**config.mk**
```make
export PLATFORM = sky130hd
export DESIGN_NAME = modulated_delay
export DESIGN_NICKNAME = d
export VERILOG_FILES = /design/src/rtl/modulated_delay.sv
export SDC_FILE = /design/constraint.sdc
export NUM_CORES = 1
export LEC_CHECK = 0
export CAP_MARGIN = 15
export CORE_ASPECT_RATIO = 0.9
export CORE_MARGIN = 10
export CORE_UTILIZATION = 45
export CTS_CLUSTER_SIZE = 10
export DETAILED_ROUTE_END_ITERATION = 8
export PLACE_DENSITY = 0.66
export SLEW_MARGIN = 5
export SYNTH_ARGS = -nofsm -noshare
export SYNTH_HDL_FRONTEND = slang
export SYNTH_SLANG_ARGS = --single-unit
export TNS_END_PERCENT = 20
```
**constraint.sdc**
```tcl
create_clock -name clk -period 5.3 [get_ports clk]
set_clock_uncertainty 0.1 [all_clocks]
set_input_delay 1.06 -clock clk [delete_from_list [all_inputs] [get_ports clk]]
set_output_delay 1.06 -clock clk [all_outputs]
set_load 0.01 [all_outputs]
```
**src/rtl/modulated_delay.sv**
```systemverilog
// modulated_delay: LFO-modulated multi-tap delay line (vibrato / chorus).
// Each voice reads a delayed sample from external SRAM at an offset swept by
// a triangle LFO. The voices are averaged and then either replace the dry
// sample (vibrato) or are mixed 50/50 with it (chorus).
// Optional build macro: MODDELAY_INTERP_EN enables linear interpolation
// between two adjacent delay-line samples (two SRAM reads per voice).
module modulated_delay #(
    parameter int DATA_WIDTH  = 16,
    parameter int ADDR_WIDTH  = 13,
    parameter int NUM_VOICES  = 2,
    parameter int PHASE_WIDTH = 24,
    parameter int BASE_DELAY  = 240
) (
    input  logic                  clk,
    input  logic                  rst,
    input  logic                  cs,
    input  logic                  my_turn,
    input  logic [DATA_WIDTH-1:0] data_in,
    input  logic                  modfreq_control_key,
    input  logic                  depth_control_key,
    input  logic                  mode_control_key,
    input  logic [DATA_WIDTH-1:0] sram_data_in,
    input  logic                  sram_read_finish,
    output logic                  sram_rd,
    output logic [ADDR_WIDTH-1:0] sram_offset,
    output logic                  done,
    output logic [DATA_WIDTH-1:0] data_out
);

    localparam int unsigned VSHIFT = $clog2(NUM_VOICES);
    localparam logic [PHASE_WIDTH-1:0] VOICE_STEP =
        PHASE_WIDTH'((64'd1 << PHASE_WIDTH) / NUM_VOICES);
    localparam logic [1:0] LAST_V = 2'(NUM_VOICES - 1);

    typedef enum logic [2:0] {IDLE, CALC, READ, ACCUM, MIX, DONE} state_t;
    state_t state, state_nx;

    logic [2:0]                    rate_opt;
    logic [1:0]                    depth_opt;
    logic                          mode_opt;
    logic [PHASE_WIDTH-1:0]        phase;
    logic [11:0]                   inc_l;
    logic [8:0]                    depth_l;
    logic                          mode_l;
    logic signed [DATA_WIDTH-1:0]  dry;
    logic signed [DATA_WIDTH-1:0]  s0;
    logic [1:0]                    vidx;
    logic signed [DATA_WIDTH+1:0]  wet_sum;
    logic                          start;

    logic [PHASE_WIDTH-1:0]        pv;
    logic [15:0]                   tri_raw;
    logic [15:0]                   tri_v;
    logic [25:0]                   prod;
    logic [ADDR_WIDTH-1:0]         d_calc;
    logic signed [DATA_WIDTH+1:0]  voice_smp;
    logic signed [DATA_WIDTH+1:0]  wet_full;
    logic signed [DATA_WIDTH-1:0]  wet;
    logic signed [DATA_WIDTH-1:0]  mix_val;

`ifdef MODDELAY_INTERP_EN
    logic [ADDR_WIDTH-1:0]         d_int;
    logic [7:0]                    frac;
    logic [7:0]                    frac_calc;
    logic signed [DATA_WIDTH-1:0]  s1;
    logic                          second;
    logic signed [DATA_WIDTH:0]    diff;
    logic signed [DATA_WIDTH+9:0]  scaled;
`endif

    function automatic logic [11:0] rate_inc(input logic [2:0] opt);
        case (opt)
            3'd0:    return 12'd350;
            3'd1:    return 12'd699;
            3'd2:    return 12'd1049;
            3'd3:    return 12'd1398;
            3'd4:    return 12'd1748;
            3'd5:    return 12'd2097;
            3'd6:    return 12'd2796;
            default: return 12'd3495;
        endcase
    endfunction

    function automatic logic [8:0] depth_val(input logic [1:0] opt);
        case (opt)
            2'd0:    return 9'd48;
            2'd1:    return 9'd96;
            2'd2:    return 9'd192;
            default: return 9'd384;
        endcase
    endfunction

    assign start = cs && my_turn;
    assign done  = (state == DONE);

    // User option registers: each key pulse steps its option, wrapping
    always_ff @(posedge clk or negedge rst) begin
        if (!rst) begin
            rate_opt  <= '0;
            depth_opt <= '0;
            mode_opt  <= 1'b0;
        end else begin
            if (modfreq_control_key) rate_opt  <= rate_opt + 3'd1;
            if (depth_control_key)   depth_opt <= depth_opt + 2'd1;
            if (mode_control_key)    mode_opt  <= ~mode_opt;
        end
    end

    // Voice phase, triangle LFO, delay and (optionally) interpolated sample
    always_comb begin
        pv       = phase + PHASE_WIDTH'(vidx) * VOICE_STEP;
        tri_raw  = 16'(pv >> (PHASE_WIDTH - 17));
        tri_v    = pv[PHASE_WIDTH-1] ? ~tri_raw : tri_raw;
        prod     = 26'(depth_l) * 26'(tri_v);
        d_calc   = ADDR_WIDTH'(BASE_DELAY) + ADDR_WIDTH'(prod >> 16);
`ifdef MODDELAY_INTERP_EN
        frac_calc = 8'(prod >> 8);
        diff      = {s1[DATA_WIDTH-1], s1} - {s0[DATA_WIDTH-1], s0};
        scaled    = $signed({{9{diff[DATA_WIDTH]}}, diff})
                  * $signed({{(DATA_WIDTH+2){1'b0}}, frac});
        voice_smp = $signed({{2{s0[DATA_WIDTH-1]}}, s0})
                  + (DATA_WIDTH+2)'(scaled >>> 8);
`else
        voice_smp = {{2{s0[DATA_WIDTH-1]}}, s0};
`endif
        wet_full = wet_sum >>> VSHIFT;
        wet      = DATA_WIDTH'(wet_full);
        mix_val  = mode_l ? (dry >>> 1) + (wet >>> 1) : wet;
    end

    // State register
    always_ff @(posedge clk or negedge rst) begin
        if (!rst) state <= IDLE;
        else      state <= state_nx;
    end

    // Next-state logic
    always_comb begin
        state_nx = state;
        case (state)
            IDLE:  if (start) state_nx = CALC;
            CALC:  state_nx = READ;
`ifdef MODDELAY_INTERP_EN
            READ:  if (sram_read_finish && second) state_nx = ACCUM;
`else
            READ:  if (sram_read_finish) state_nx = ACCUM;
`endif
            ACCUM: state_nx = (vidx == LAST_V) ? MIX : CALC;
            MIX:   state_nx = DONE;
            DONE:  state_nx = IDLE;
            default: state_nx = IDLE;
        endcase
    end

    // Datapath: sample latch, SRAM requests, accumulation, mix and LFO step
    always_ff @(posedge clk or negedge rst) begin
        if (!rst) begin
            phase       <= '0;
            inc_l       <= '0;
            depth_l     <= '0;
            mode_l      <= 1'b0;
            dry         <= '0;
            s0          <= '0;
            vidx        <= '0;
            wet_sum     <= '0;
            sram_rd     <= 1'b0;
            sram_offset <= '0;
            data_out    <= '0;
`ifdef MODDELAY_INTERP_EN
            d_int       <= '0;
            frac        <= '0;
            s1          <= '0;
            second      <= 1'b0;
`endif
        end else begin
            sram_rd <= 1'b0;
            case (state)
                IDLE: begin
                    if (start) begin
                        dry     <= $signed(data_in);
                        inc_l   <= rate_inc(rate_opt);
                        depth_l <= depth_val(depth_opt);
                        mode_l  <= mode_opt;
                        vidx    <= '0;
                        wet_sum <= '0;
                    end
                end
                CALC: begin
                    sram_rd     <= 1'b1;
                    sram_offset <= {d_calc[ADDR_WIDTH-2:0], 1'b0};
`ifdef MODDELAY_INTERP_EN
                    d_int       <= d_calc;
                    frac        <= frac_calc;
                    second      <= 1'b0;
`endif
                end
                READ: begin
                    if (sram_read_finish) begin
`ifdef MODDELAY_INTERP_EN
                        // first return is s0 and launches the s1 read at the next sample
                        if (!second) begin
                            s0          <= $signed(sram_data_in);
                            second      <= 1'b1;
                            sram_rd     <= 1'b1;
                            sram_offset <= {d_int[ADDR_WIDTH-2:0] + (ADDR_WIDTH-1)'(1), 1'b0};
                        end else begin
                            s1 <= $signed(sram_data_in);
                        end
`else
                        s0 <= $signed(sram_data_in);
`endif
                    end
                end
                ACCUM: begin
                    wet_sum <= wet_sum + voice_smp;
                    if (vidx != LAST_V) vidx <= vidx + 2'd1;
                end
                MIX: begin
                    data_out <= mix_val;
                end
                DONE: begin
                    phase <= phase + PHASE_WIDTH'(inc_l);
                end
                default: ;
            endcase
        end
    end

endmodule

```
==> results.txt <==
The area of the mapped netlist came out at 9740 µm². The number of cells after detailed placement is 1396. The pre-antenna-repair detailed-routing pass consisted of 4 iterations.

The critical path in this run is classified as flop to flop. The switching share of power is 42.2%. At the end of the flow the core is filled with cells to 58.2%. The combined flip-flop and latch cell area is 3200 µm². The fraction of met1 tracks used by global routing came out at 22.0%. The switching power total came out at 3.37 mW. The count of maximum capacitance violations came out at 0.

Sequential cells burn 22.6% of the power. The top fanout value on the critical path came out at 7. Yosys attributes the largest share of cell area to sky130_fd_sc_hd__dfrtp_1, sky130_fd_sc_hd__ha_1, sky130_fd_sc_hd__fa_1.

The detailed placer's ending HPWL is 15600 µm. The layout has 1819 filler cells. The category of the worst setup path capture point is a flop. TritonCTS built the clock tree.

The minimum clock period is 5.24 ns. The slowest stage of the critical path is the sky130_fd_sc_hd__fa_1 cell. The average size of a mapped cell came out at 9.36 µm². The most numerous cell type found on the critical path is sky130_fd_sc_hd__buf_4.

For this run, the post-layout net count is 1331. The cell family with the largest share of critical-path delay is adder cells. The worst hold slack came out at 0.375 ns.

The global-route congestion overflow total is 0. The synthesized design spends more area on one cell type than any other, namely sky130_fd_sc_hd__dfrtp_1. The global placer's final weighted congestion came out at 0.842. The count of endpoints failing hold in the final timing report is 0.

The total via count in the routed design is 7319. The number of flops mapped to enable cells by yosys came out at 0. The worst setup path is launched from a flop. Pin placement for this block handled 71 I/O pins. The number of standard-cell rows in the floorplan is 50. The number of DRC markers in iteration 0 is 411. The residual antenna-violating net count after detailed routing came out at 0. The root buffer selected by CTS is sky130_fd_sc_hd__clkbuf_16. The total chip power came out at 8.00 mW. The number of hold buffers added after CTS was 0. The total area of multi-input combinational cells came out at 6660 µm². The run finished with clean final reports. Summed over all cells, the static leakage comes to 5.82 nW.

The number of antenna diodes came out at 0. The initial antenna violation count came to 0. The buffers plus inverters on the worst setup path is 10. The data arrival time of the critical path came out at 5.40 ns. The total clock buffers created by CTS is 17.

The actual slew at the worst max-slew pin is 1.04 ns. The later pin in the worst-skew pair is clocked with a latency of 0.42 ns. The critical path starts at vidx[0].

The ratio of final minimum period to clock period came out at 98.8%. The maximum achievable frequency came out at 191 MHz. The part of the Yosys area used for sequential elements came out at 32.9%. The worst pin sits at a relative slew slack of 31.0%. The synthesis-to-finish area growth is 25.5%. In this run the most critical hold path is launched from mode_opt.

After technology mapping, the gate count stands at 1040. The non-filler instance count after layout came out at 1439. Setup repair after global routing could not meet its margin everywhere. The width of the chip is 175 µm. The largest stage delay on the critical path came out at 0.49 ns. The global-route wire length before repair came out at 35300 µm.

The average detailed-routed wire length per instance is 14.8 µm. The buffer depth of the longest clock path came out at 2. Global routing consumed, on the met3 layer, 3.15% of the routing resources. After detailed routing, the number of remaining DRC violations is 0. The distinct cell type count after synthesis came out at 60. In this run the vertical extent of the chip is 160 µm. In this run the cell area measured after placement is 11000 µm². The met2 usage is 22.6%. The flip-flop cell with the highest count after synthesis is sky130_fd_sc_hd__dfrtp_1. During placement, the flow inserted port buffers numbering 66.

After synthesis, the largest area contributor takes up 32.9% of total cell area. The CTS H-tree depth is 4. The area enclosed by the die boundary came out at 27900 µm².

By instance count, the leading cell after synthesis is sky130_fd_sc_hd__nand2_1. The final routed wirelength across all metal layers is 21200 µm. The power density over the cells came out at 655 nW/µm².

The overall routing resource usage came out at 15.1%. The final-report setup violation count came out at 0. The combinational share of power is 61.8%. Ranked by instance count, the synthesized netlist is headed by sky130_fd_sc_hd__nand2_1, sky130_fd_sc_hd__dfrtp_1, sky130_fd_sc_hd__ha_1. For the worst setup path, the data required time is 5.46 ns. The via-per-instance ratio came out at 5.09.

IR analysis of the VDD net gives a maximum drop of 324 µV. The CTS clock-pin slew for the worst setup and hold paths came out at 0.06 ns. The initial core utilization came out at 46.3%.

The final standard cell area without fillers came out at 12200 µm². The number of global-route vias before repair is 7107. The total clock sinks came out at 128.

The largest net degree at the start of global routing is 93. The proportion of power drawn by the clock network is 15.7%. The global routing stage identified its most utilized layer as met2. The number of slew-limit violations in the final report came out at 0. The placeable core area is 21000 µm². The fraction of synthesis flops using an asynchronous set or reset pin is 100%. Yosys printed 0 warnings. The share of cells above drive strength 1 is 15.4%. The internal power of the cells totals 4.63 mW. The number of register bits inferred by synthesis came out at 128.

The beginning of the worst register-to-register path is vidx[0]. The path class of the tightest hold or removal check is flop to flop.
[power by group through the flow]
stage / sequential (mW) / combinational (mW) / clock [mW]
floorplan: 1.64 / 3.13 / 0
global placement: 1.79 / 4.10 / 0
detailed placement: 1.81 / 4.19 / 0
CTS: 1.80 / 4.45 / 1.27
global route: 1.87 / 5.55 / 1.33
finish: 1.81 / 4.94 / 1.26
[final cells by class]
| type | count | area share, % |
|---|---|---|
| multi-input combinational | 805 | 54.5 |
| sequential | 128 | 26.2 |
| timing repair buffer | 118 | 9.01 |
| clock buffer | 18 | 3.59 |
| tap | 286 | 2.93 |
| inverter | 70 | 2.15 |
| clock inverter | 14 | 1.60 |
[placed cells by master, fill, tap and decap left out, types with 41 or more instances in the layout]
cell and count:
sky130_fd_sc_hd__xnor2_1 44, sky130_fd_sc_hd__and2_1 59, sky130_fd_sc_hd__clkdlybuf4s50_1 65, sky130_fd_sc_hd__fa_1 41
sky130_fd_sc_hd__dfrtp_1 127, sky130_fd_sc_hd__a21oi_1 44, sky130_fd_sc_hd__ha_1 86, sky130_fd_sc_hd__nand2_1 158
sky130_fd_sc_hd__o21ai_0 68, sky130_fd_sc_hd__buf_4 47, sky130_fd_sc_hd__inv_1 67
[worst register-to-register path: cells and delay by family, from the launching register on]
| kind | cells | cell delay (ns) |
|---|---|---|
| buffers and inverters | 10 | 1.27 |
| and+or+nand+nor | 3 | 0.35 |
| DFF | 1 | 0.45 |
| adders and majority gates | 5 | 1.76 |
| xor gates and xnor gates | 4 | 0.57 |
| AOI/OAI and AO/OA | 5 | 0.60 |
[metrics by stage]
step                      TNS [ns]  setup WS [ns]
after floorplan                  0         0.0375
after global placement      -0.162        -0.0876
after detailed placement    -0.274        -0.0984
after CTS                 -0.00279       -0.00279
after global routing        -0.637         -0.163
final                            0         0.0646
[layer usage]
layer,up-vias,wire length (µm)
met1,3485,11000
met2,87,9530
li1,3731,-
met5,-,0
met4,0,172
met3,16,578
[flip-flops by register name (all words and copies together), names as in the netlist, 3 cells and up]
register     flops
sram_offset     10
rate_opt         3
wet_sum         17
state            3
data_out        16
dry             15
phase           24
inc_l           12
s0              16
depth_l          5
[timing repair]
item / in CTS / in global routing
buffers inserted: 5 / 6
setup endpoints to repair: 5 / 7
resized for setup: 28 / 54
pin swaps: 27 / 37
gates cloned: 1 / 0
[worst paths after layout]
path / to / slack (ns) / depth (start not counted)
worst max-delay path: sram_offset[6] / 0.06 / 27
worst min-delay path: mode_opt / 0.37 / 1
worst max register to register: sram_offset[6] / 0.06 / 27
worst min register to register: mode_opt / 0.37 / 1
max in group asynchronous: data_out[10] / 3.44 / 2
min in group asynchronous: phase[1] / 0.62 / 1
[kinds of logic (layout without fill, tap and decap cells)]
group	after synthesis	in the layout	share of synthesized area (%)
flip-flops	128	128	32.9
multiplexers	30	30	3.30
adder cells (fa/ha/maj)	151	151	22.9
AO/OA/AOI/OAI	194	194	12.2
other	1	3	0.0385
buffers and inverters	109	220	4.33
AND/OR/NAND/NOR	351	351	17.4
XOR/XNOR	76	76	7.03
Note: power is estimated with default switching activity, not from simulation.
